==> config.mk <==
export PLATFORM = sky130hd
export DESIGN_NAME = multicycle_ctlpath_fsm
export DESIGN_NICKNAME = d
export VERILOG_FILES = /design/src/rtl/multicycle_ctlpath_fsm.sv
export SDC_FILE = /design/constraint.sdc
export NUM_CORES = 1
export LEC_CHECK = 0
export CAP_MARGIN = 20
export CORE_UTILIZATION = 28
export CTS_CLUSTER_DIAMETER = 50
export DETAILED_ROUTE_END_ITERATION = 10
export PLACE_DENSITY = 0.63
export SLEW_MARGIN = 20
export SYNTH_ARGS = -nofsm -noshare
export SYNTH_HDL_FRONTEND = slang
export SYNTH_SLANG_ARGS = --single-unit
==> constraint.sdc <==
create_clock -name clock -period 2.16 [get_ports clock]
set_clock_uncertainty 0.05 [all_clocks]
set_input_delay 0.324 -clock clock [delete_from_list [all_inputs] [get_ports clock]]
set_output_delay 0.324 -clock clock [all_outputs]
set_load 0.05 [all_outputs]
==> src/rtl/multicycle_ctlpath_fsm.sv <==
// Control FSM for the multicycle RV32I core: FETCH/DECODE/EXECUTE/MEM/WRITEBACK.
// Define RVSIMPLE_MC_PERF_COUNTERS_EN to add retired/stall counters.
module multicycle_ctlpath_fsm #(
  parameter logic [2:0] RESET_STATE = 3'd0
) (
  input  logic       clock,
  input  logic       reset,
  input  logic [6:0] inst_opcode,
  input  logic       take_branch,
  input  logic       mem_ready,
  output logic       pc_write_enable,
  output logic       ir_write_enable,
  output logic       regfile_write_enable,
  output logic       alu_operand_a_select,
  output logic [1:0] alu_operand_b_select,
  output logic [1:0] alu_op_type,
  output logic       mem_read_enable,
  output logic       mem_write_enable,
  output logic       mem_address_select,
  output logic [2:0] reg_writeback_select,
  output logic [1:0] next_pc_select,
  output logic       illegal_inst,
  output logic [2:0] fsm_state
`ifdef RVSIMPLE_MC_PERF_COUNTERS_EN
  ,
  output logic [31:0] retired_count,
  output logic [31:0] stall_count
`endif
);

  localparam logic [2:0] ST_FETCH     = 3'd0;
  localparam logic [2:0] ST_DECODE    = 3'd1;
  localparam logic [2:0] ST_EXECUTE   = 3'd2;
  localparam logic [2:0] ST_MEM       = 3'd3;
  localparam logic [2:0] ST_WRITEBACK = 3'd4;

  localparam logic [6:0] OPC_LOAD     = 7'b0000011;
  localparam logic [6:0] OPC_STORE    = 7'b0100011;
  localparam logic [6:0] OPC_OP_IMM   = 7'b0010011;
  localparam logic [6:0] OPC_OP       = 7'b0110011;
  localparam logic [6:0] OPC_BRANCH   = 7'b1100011;
  localparam logic [6:0] OPC_JAL      = 7'b1101111;
  localparam logic [6:0] OPC_JALR     = 7'b1100111;
  localparam logic [6:0] OPC_LUI      = 7'b0110111;
  localparam logic [6:0] OPC_AUIPC    = 7'b0010111;
  localparam logic [6:0] OPC_MISC_MEM = 7'b0001111;
  localparam logic [6:0] OPC_SYSTEM   = 7'b1110011;

  logic is_load, is_store, is_op_imm, is_op;
  logic is_branch, is_jal, is_jalr, is_lui;
  logic is_auipc, is_nop, is_legal;

  assign is_load   = (inst_opcode == OPC_LOAD);
  assign is_store  = (inst_opcode == OPC_STORE);
  assign is_op_imm = (inst_opcode == OPC_OP_IMM);
  assign is_op     = (inst_opcode == OPC_OP);
  assign is_branch = (inst_opcode == OPC_BRANCH);
  assign is_jal    = (inst_opcode == OPC_JAL);
  assign is_jalr   = (inst_opcode == OPC_JALR);
  assign is_lui    = (inst_opcode == OPC_LUI);
  assign is_auipc  = (inst_opcode == OPC_AUIPC);
  assign is_nop    = (inst_opcode == OPC_MISC_MEM)
                   | (inst_opcode == OPC_SYSTEM);
  assign is_legal  = is_load | is_store | is_op_imm | is_op
                   | is_branch | is_jal | is_jalr | is_lui
                   | is_auipc | is_nop;

  logic [2:0] state_q, state_d;

  always_ff @(posedge clock) begin
    if (reset) state_q <= RESET_STATE;
    else       state_q <= state_d;
  end

  always_comb begin
    state_d = ST_FETCH;
    unique case (state_q)
      ST_FETCH:
        state_d = mem_ready ? ST_DECODE : ST_FETCH;
      ST_DECODE:
        state_d = is_legal ? ST_EXECUTE : ST_FETCH;
      ST_EXECUTE: begin
        unique case (1'b1)
          is_load, is_store:
            state_d = ST_MEM;
          is_op_imm, is_op, is_auipc,
          is_lui, is_jal, is_jalr:
            state_d = ST_WRITEBACK;
          default:
            state_d = ST_FETCH;
        endcase
      end
      ST_MEM: begin
        if (!mem_ready)   state_d = ST_MEM;
        else if (is_load) state_d = ST_WRITEBACK;
        else              state_d = ST_FETCH;
      end
      ST_WRITEBACK:
        state_d = ST_FETCH;
      default:
        state_d = ST_FETCH;
    endcase
  end

  // Reset forces every control output low so nothing commits that cycle.
  always_comb begin
    pc_write_enable      = 1'b0;
    ir_write_enable      = 1'b0;
    regfile_write_enable = 1'b0;
    alu_operand_a_select = 1'b0;
    alu_operand_b_select = 2'd0;
    alu_op_type          = 2'd0;
    mem_read_enable      = 1'b0;
    mem_write_enable     = 1'b0;
    mem_address_select   = 1'b0;
    reg_writeback_select = 3'd0;
    next_pc_select       = 2'd0;
    illegal_inst         = 1'b0;
    if (!reset) begin
      unique case (state_q)
        ST_FETCH: begin
          mem_read_enable = 1'b1;
          ir_write_enable = mem_ready;
        end
        ST_DECODE: begin
          illegal_inst    = !is_legal;
          pc_write_enable = !is_legal;
        end
        ST_EXECUTE: begin
          unique case (1'b1)
            is_load, is_store: begin
              alu_operand_b_select = 2'd1;
            end
            is_op_imm: begin
              alu_operand_b_select = 2'd1;
              alu_op_type          = 2'd1;
            end
            is_op: begin
              alu_op_type = 2'd2;
            end
            is_auipc: begin
              alu_operand_a_select = 1'b1;
              alu_operand_b_select = 2'd1;
            end
            is_lui, is_jal, is_jalr: begin
            end
            is_branch: begin
              alu_op_type     = 2'd3;
              pc_write_enable = 1'b1;
              next_pc_select  = take_branch ? 2'd1 : 2'd0;
            end
            default: begin
              pc_write_enable = 1'b1;
            end
          endcase
        end
        ST_MEM: begin
          mem_address_select = 1'b1;
          mem_read_enable    = is_load;
          mem_write_enable   = is_store;
          pc_write_enable    = mem_ready && !is_load;
        end
        ST_WRITEBACK: begin
          regfile_write_enable = 1'b1;
          pc_write_enable      = 1'b1;
          unique case (1'b1)
            is_load:          reg_writeback_select = 3'd1;
            is_jal, is_jalr:  reg_writeback_select = 3'd2;
            is_lui:           reg_writeback_select = 3'd3;
            default:          reg_writeback_select = 3'd0;
          endcase
          unique case (1'b1)
            is_jal:   next_pc_select = 2'd2;
            is_jalr:  next_pc_select = 2'd3;
            default:  next_pc_select = 2'd0;
          endcase
        end
        default: begin
        end
      endcase
    end
  end

  assign fsm_state = reset ? 3'd0 : state_q;

`ifdef RVSIMPLE_MC_PERF_COUNTERS_EN
  logic [31:0] retired_q, retired_d;
  logic [31:0] stall_q, stall_d;
  logic        stalled;

  always_comb begin
    stalled   = ((state_q == ST_FETCH) || (state_q == ST_MEM))
              && !mem_ready;
    retired_d = retired_q + {31'd0, pc_write_enable};
    stall_d   = stall_q + {31'd0, stalled};
  end

  always_ff @(posedge clock) begin
    if (reset) begin
      retired_q <= 32'd0;
      stall_q   <= 32'd0;
    end else begin
      retired_q <= retired_d;
      stall_q   <= stall_d;
    end
  end

  assign retired_count = retired_q;
  assign stall_count   = stall_q;
`endif

endmodule

# After elaboration in Yosys (flattened, before gate mapping)
# Index checks and enable logic that the tools add are counted.
# Widths: inputs -> output; s select.
# op_classes
n_eq_ne	15
n_mux	39
bitwise_logic	10
reduce_logical	9
# op_table
cell	count
$eq 7x7->1 const B	4
$eq 7x6->1 const B	3
$mux 1	21
$eq 7x5->1 const B	2
$mux 2	7
$pmux 2 s3	2
$pmux 3 s4	1
$or 1x1->1	10
$mux 3	3
$pmux 2 s2	2
$reduce_or 8->1	1
$eq 7x2->1 const B	1
$eq 7x4->1 const B	1
$eq 3x2->1 const B	2
$pmux 3 s2	1
$reduce_or 6->1	1
$pmux 1 s4	1
$reduce_or 2->1	2
$reduce_or 4->1	1
$eq 3x1->1 const B	1
$eq 3x3->1 const B	1
$logic_not 3->1	1
$logic_not 1->1	2
$pmux 1 s2	1
$logic_and 1x1->1	1
# word_totals
reg_bits	3
in_bits	11
wordCells	74

# Logic depth before layout (Yosys ltp)
# Gate-level depths: netlist (run 1).
# logic_depth
ltp_word	13
depth_mapped	5
mapped_depth_nobuf	4

# Worst setup path after synthesis (run 1)
# OpenSTA, ideal clock, no wires.
# synth_path
path_type	flip-flop to output port
from	register state_q[2]
to	output reg_writeback_select[0]
arrival_ps	3856
required_ps	1786
slack_ps	-2070
stages_incl_launch_ff	4
cell_sequence	dfxtp_1 -> nor2b_1 -> nand2_1 -> a2111oi_0
# synth_via
elab_chain_cells	3
# synth_lines
item	line_no	source
start: declaration	68	logic [2:0] state_q, state_d;
start signal: assignment	72	else state_q <= state_d;
$eq 3x3->1	120	unique case (state_q)
$mux 2	120	
$mux 2	119	if (!reset) begin
end: declaration	20	output logic [2:0] reg_writeback_select,
# No other way between the ends.

# Worst setup path in the final report (run 1)
# layout_path
from	register state_q[2]
to	output alu_op_type[1]
# layout_via
elab_chain_cells	3
# layout_lines
item	line_no	source
$eq 3x2->1	120	
$mux 2	120	
$mux 2	119	
end: declaration	16	output logic [1:0] alu_op_type,
# No other way between the ends.

==> results, run 1 <==
- The worst path in the final design needs a cycle of between 2 and 2.5 ns, including I/O delays and setup.
- Setup repair after global routing could not meet its margin everywhere.
- Setup total negative slack on the finished layout was measured at 0 ns.
- The post-DP HPWL is 1.75 mm.
- The largest stage delay on the critical path is 0.43 ns.
- The detailed router finished its first iteration with 18 violations.
- The total of warnings raised by yosys is 0.
- A synthesized cell averages 6.87 um^2.
- TritonCTS built the clock tree.
- By startpoint and endpoint, the worst setup path is classified as flop to primary output.
- The flow ran to the end, and the final reports show no timing, DRC or antenna violations.
- More flip-flops sit in one register than any other, and that register is state_q.
- The total area inside the core boundary comes to 1780 um^2.
- The worst setup path is captured at a primary output.
- In the routed design, unresolved DRC markers number 0.
- The number of nets with antenna violations after routing is 0.
- For this design the ratio of total power to cell area is about 240 nW/um^2.
- By count the netlist is led by nor2_1 (10), nand2_1 (6), nand2b_1 (5), nor3_1 (5).
- The overall die width is about 46 um.
- The layout net count is around 160.
- The number of failing hold endpoints at the final stage was 0.
- The die height is about 46 um.
- The cell taking the most area after synthesis is dfxtp_1.
- Broken down by cell family, the worst path's largest delay share belongs to simple AND/OR/NAND/NOR gates.
- Counting the buffers created by CTS gives 3.
- The total placed instance area is around 1300 um^2.
- The number of hold buffers added after CTS was 0.
- The number of enable-type register cells in the synthesized netlist is 0.
- The critical path data arrival time is between 1.5 and 2 ns.
- The final instance count without filler cells is 170.
- The clock drives 3 sinks.
- Of the post-synthesis cell area, the dominant cell type holds 10.9%.
- After global routing the overflow that remains totals 0.
- The cell total after placement is between 150 and 200.
- After detailed routing, the average wire length per cell comes to around 14 um.
- The distinct cell type count of the synthesized netlist is 36.
- Dividing the detail-routed via count by the number of cells gives slightly above 5.
- The total global routing track utilization is ~22%.
- Summed over all cells, the static leakage comes to around 0.62 nW.
- The mapped cell area is ~550 um^2.
- After floorplanning, the core was divided into 15 placement rows.
- The worst endpoint required time is 1.79 ns.
- The element type at the critical path start is a flop.
- The wire length of the first global-routing pass is approximately 3.3 mm.
- The maximum clock insertion buffer count is 2.
- The number of storage elements in the synthesis netlist is 3.
- Before antenna repair, the detailed router went through 4 iterations.
- Entering global routing, the biggest net connects 14 pins.
- The initial antenna violation count was 0.
- The worst path meets setup with between 0.02 and 0.03 ns of slack.
- Derived from the worst setup path, the maximum achievable clock frequency is roughly 470 MHz.
- The worst-skew pair later-pin latency is roughly 0.25 ns.
- Ranked by total cell area, the synthesized netlist is headed by dfxtp_1 (11%), nor2_1 (6.8%), nand2b_1 (5.7%).
- The layout-stage area growth over the synthesis result is 165%.
- The highest ir drop seen on vdd is approximately 0.00029 V.
- The overall routed net length is 2.34 mm.
- The cell with the largest stage delay on the worst path is or3_4.
- Power comes to approximately 0.00034 W.
- Of all nets on the critical path, the largest fanout is 5.
- For this run, the register share of the synthesized area comes to 10.9%.
- The floorplan step defined a die boundary enclosing between 2000 and 2500 um^2.
- The final-report setup violation count is 0.
- The initial core utilization is about 30%.
- The cell sitting at the root of the clock tree is a clkbuf_4.
- Walking the worst path, the cells encountered are nor2_4 -> nand2_2 -> or3_4 -> a2111oi_4 -> buf_4 -> buf_12.
- In the synthesized netlist, the number of instances is 80.
- The share of layout cells above drive strength 1 is ~56%.
- The final-report max-slew violation count came to 0.
- The internal reg-to-reg setup slack is ~0.9 ns.
- The number of global-route vias before repair is 780.
- Once layout is done, the placed cells without fillers occupy about 1500 um^2.
- The count of boundary I/O pins is 31.
- The final critical-path share of the clock period is 98.7%.
- The repair_antennas step left the layout with diodes totalling 0.
- The routed layout has a little under 900 vias.
- The cell with the most instances after synthesis is nor2_1.
- The class of the tightest hold or removal check is flop to flop.
- The number of maximum-capacitance violations is 0.
- After clock tree synthesis, the clock-pin slew on the worst setup and hold paths is roughly 0.050 ns.
- The flip-flop count of the largest register, all copies and words added is 3.
- The largest registers in the layout are state_q x3.
- Input and output buffers added on the ports amount to 28.
- In this run the number of H-tree levels came out at 1.
- For this run, asynchronously set or reset flops after synthesis account for 0%.
- The most used flip-flop cell after synthesis is dfxtp_1.
- The count of buffer and inverter cells on the critical path is 2.
- The setup slack at placement is -0.260 ns.
- At the end of routability-driven placement, the weighted congestion stood at approximately 0.9.
==> placed cells by master (no fill, tap or decap), types with 2 or more instances in the layout <==
master,instances
buf_4,37
buf_12,18
nor2_1,10
dlygate4sd2_1,7
nand2b_1,5
nand2_1,5
inv_1,4
nand3_1,3
a2111oi_4,3
nor3_4,3
and3_1,3
clkbuf_4,3
nor2b_1,2
or3_4,2
a21oi_1,2
nor2b_2,2
o32a_1,2
o21ai_0,2
conb_1,2
clkdlybuf4s50_1,2
buf_6,2
==> where the power goes <==
| group | internal, W | switching (W) | total, W |
|---|---|---|---|
| Clock | 0.0000700 | 0.0000406 | 0.000111 |
| Sequential | 0.0000556 | 0.000000915 | 0.0000565 |
| Combinational | 0.0000817 | 0.0000936 | 0.000175 |
| Total | 0.000207 | 0.000135 | 0.000342 |
==> cell families (layout without fill, tap and decap cells) <==
| family | count (synthesis) | count (layout) | synth area share (%) |
|---|---|---|---|
| AO/OA/AOI/OAI | 19 | 19 | 29.4 |
| buffers and inverters | 11 | 75 | 10.9 |
| flip-flops | 3 | 3 | 10.9 |
| other | 1 | 2 | 0.683 |
| AND/OR/NAND/NOR | 46 | 46 | 48.1 |
==> worst register-to-register path, cell delays in order (launching register included) <==
cell and delay (ns):
dfxtp_4 0.37, nor2_4 0.04, buf_4 0.12, buf_4 0.15, nand3_1 0.15, inv_1 0.08, a32o_1 0.21
==> per-stage QoR <==
step	utilization, %	hold WS (ns)
floorplan	-	0.373
global placement	74.5	0.508
detailed placement	74.5	0.522
CTS	79.4	0.504
global route	81.7	0.460
finish	81.7	0.442
==> per-layer routing <==
| layer | GRT usage, % | up-vias | part of all wire (%) |
|---|---|---|---|
| met4 | 7.06 | 0 | 1.9 |
| met5 | 0 | - | 0 |
| met2 | 43.9 | 29 | 55 |
| li1 | - | 428 | - |
| met1 | 23.1 | 409 | 40 |
| met3 | 3.53 | 6 | 3.2 |
==> path summary, 6_finish.rpt <==
| kind | depth (start not counted) | start | to |
|---|---|---|---|
| max | 6 | state_q[2] | alu_op_type[1] |
| max reg2reg | 6 | state_q[2] | state_q[1] |
| min reg2reg | 1 | state_q[2] | state_q[0] |
| min | 1 | state_q[2] | state_q[0] |
==> repair_timing <==
item	CTS	global route
setup buffers	2	1
endpoints found under the setup margin	10	4
gates resized for setup	18	8
pin swaps	3	5
==> layout make-up <==
type / count / area [um^2]
Clock buffer: 4 / 26.3
Fill cell: 118 / 327
Inverter: 4 / 15.0
Multi-Input combinational cell: 67 / 567
Sequential cell: 3 / 65.1
Tap cell: 25 / 31.3
Timing Repair Buffer: 67 / 752
No activity file was read; power rests on OpenSTA's default activity.
==> run 2: changes to the inputs <==
CORE_ASPECT_RATIO = 1.2   (was not set)
==> results, run 2 (synthesis results as in run 1) <==
- The end-of-flow core utilization is 77.7% (-4.0 points).
- The weighted congestion reported at the end of routability-driven placement was 0.890 (-1.6%).
- The maximum clock insertion buffer count came to 2 (unchanged).
- The routed wire length per instance came to 14.9 um (+8.5%).
- The count of hold-fix buffers inserted at cts came to 0 (unchanged).
- The number of global-route vias before repair is 893 (+14%).
- The wire length of the first global-routing pass is 3.77 mm (+13%).
- The via density per instance came to 5.52 (+7.5%).
- The floorplan row count is 17 (+2).
- The iteration-0 DRC count of the detailed router came to 8 (-10).
- The worst-skew pair later-pin latency came to 0.25 ns (about the same).
- TritonCTS built the clock tree.
- The maximum fanout count along the critical path is 4 (-1).
- The TritonCTS buffer count is 3 (unchanged).
- The most common library cell in the layout ignoring fill and taps is buf_4.
- The class of the tightest hold or removal check is input port to flop.
- The total global routing track utilization is 23.4% (+1.2 points).
- The CTS sink count is 3 (unchanged).
- The final worst setup slack is 0.0666 ns (+0.0390 ns).
- The clock edge transition at the registers on the reported setup and hold paths was 0.04 ns (about the same).
- The worst endpoint required time is 1.79 ns (about the same).
- The overall routed net length came to 2.37 mm (+1.5%).
- The highest ir drop seen on vdd is 0.000251 V (-13%).
- The share of layout cells above drive strength 1 came to 57.1% (+1.3 points).
- Traced cell by cell, the critical path runs through dlygate4sd2_1 -> or4_4 -> o2111ai_4 -> o221ai_2 -> buf_12.
- The final critical-path share of the clock period is 96.9% (-1.8 points).
- The largest registers in the layout are state_q x3.
- The maximum number of pins on one net before global-route repair was 11 (-3).
- The final-report max-slew violation count is 0 (unchanged).
- The number of antenna diodes was 0 (unchanged).
- The overall die width is 42.4 um (-8.3%).
- The number of port buffers was 28 (unchanged).
- The initial antenna violation count came to 0 (unchanged).
- The final non-filler cell area is 1440 um^2 (-1.3%).
- The static power due to leakage is 0.594 nW (-3.9%).
- The overall power is 0.000335 W (-2.3%).
- The critical path in this run is classified as input port to primary output.
- The die height came to 50.5 um (+9.1%).
- The number of nets with antenna violations after routing is 0 (unchanged).
- Leaving out fill and tap cells, the most frequent cells in the layout are buf_4 (31), buf_12 (19), nor2_1 (10).
- The post-DP HPWL is 1.92 mm (+9.9%).
- The count of filler cells inserted in the layout is 129 (+9.3%).
- The number of failing hold endpoints at the final stage is 0 (unchanged).
- The layout net count is 152 (-3.2%).
- The tree is rooted in a clkbuf_4.
- The post-route DRC violation count is 0 (unchanged).
- The maximum clock frequency is 478 MHz (+1.9%).
- The run finished with clean final reports.
- Compared with the post-synthesis result, the final layout area differs by 162%.
- The overall overflow remaining after global route came to 0 (unchanged).
- The sum of negative setup slack was 0 ns (unchanged).
- The number of iterations in the first detailed-routing pass is 4 (unchanged).
- The largest stage delay on the critical path is 0.59 ns (+0.16 ns).
- Counting flops per register, the top entry is state_q.
- On the critical path, the stage with the largest delay is an instance of or4_4.
- The post-layout minimum cycle time is 2.09 ns (-0.0390 ns).
- The flip-flop count of the largest register, all copies and words added was 3 (unchanged).
- The count of boundary I/O pins was 31 (unchanged).
- The setup slack at placement was -0.303 ns (-0.0432 ns).
- The power density over the cells is 233 nW/um^2 (-1.0%).
- The critical path data arrival time is 1.72 ns (-0.04 ns).
- STA classifies the critical path startpoint as an input port.
- The level count of the clock H-tree was 1 (unchanged).
- The area of the core is 1850 um^2 (+3.8%).
- The endpoint class of the critical path is a primary output.
- The number of vias after detailed routing is 877 (+0.57%).
- The total placed instance area came to 1310 um^2 (-1.3%).
- The die area is 2140 um^2 (about the same).
- The initial core utilization is 29.7% (-1.1 points).
- The number of maximum-capacitance violations came to 0 (unchanged).
- Setup repair after global routing left no endpoint under its margin.
- The final-report setup violation count is 0 (unchanged).
## run 2: where the power goes
part | total, W | internal [W] | switching (W)
Clock | 0.000108 | 0.0000698 | 0.0000378
Combinational | 0.000170 | 0.0000782 | 0.0000917
Sequential | 0.0000572 | 0.0000546 | 0.00000264
## run 2: what timing repair did
| item | CTS | global route |
|---|---|---|
| gates resized for setup | 33 | 2 |
| pin swaps | 8 | 3 |
| setup endpoints to repair | 11 | 2 |
| buffers inserted | 1 | 0 |
## run 2: stage by stage
| step | instances | hold WS, ns |
|---|---|---|
| 2_1_floorplan | 81 | 0.373 |
| 3_3_place_gp | 154 | 0.511 |
| 3_5_place_dp | 154 | 0.515 |
| 4_1_cts | 159 | 0.433 |
| 5_1_grt | 159 | 0.483 |
| 6_report | 159 | 0.438 |
## run 2: cell type report
| class | instances | area, um^2 | share of cell area (%) |
|---|---|---|---|
| clock buffers | 4 | 26.3 | 1.83 |
| flip-flops and latches | 3 | 67.6 | 4.70 |
| multi-input cells | 67 | 577 | 40.1 |
| well taps | 19 | 23.8 | 1.65 |
| inverters | 4 | 15.0 | 1.04 |
| repair buffers | 62 | 728 | 50.7 |
## run 2: critical path: cells and delay by family
family / cells / cell delay [ns]
AOI/OAI and AO/OA: 2 / 0.36
buffers and inverters: 2 / 0.44
and+or+nand+nor: 1 / 0.59
## run 2: worst paths after layout
check                         end  cells after the start  slack (ns)           start
setup / recovery  pc_write_enable                      5        0.07  inst_opcode[4]
hold / removal         state_q[2]                      4        0.44           reset
setup reg to reg       state_q[1]                      4        0.93      state_q[0]
hold reg to reg        state_q[2]                      2        0.47      state_q[1]
## run 2: layer usage
| metal | vias up | share of wire (%) | GRT usage [%] |
|---|---|---|---|
| met3 | 10 | 3.5 | 2.16 |
| met1 | 419 | 34 | 20.8 |
| li1 | 418 | - | - |
| met5 | - | 0 | 0 |
| met4 | 0 | 4.5 | 20.8 |
| met2 | 30 | 58 | 44.9 |
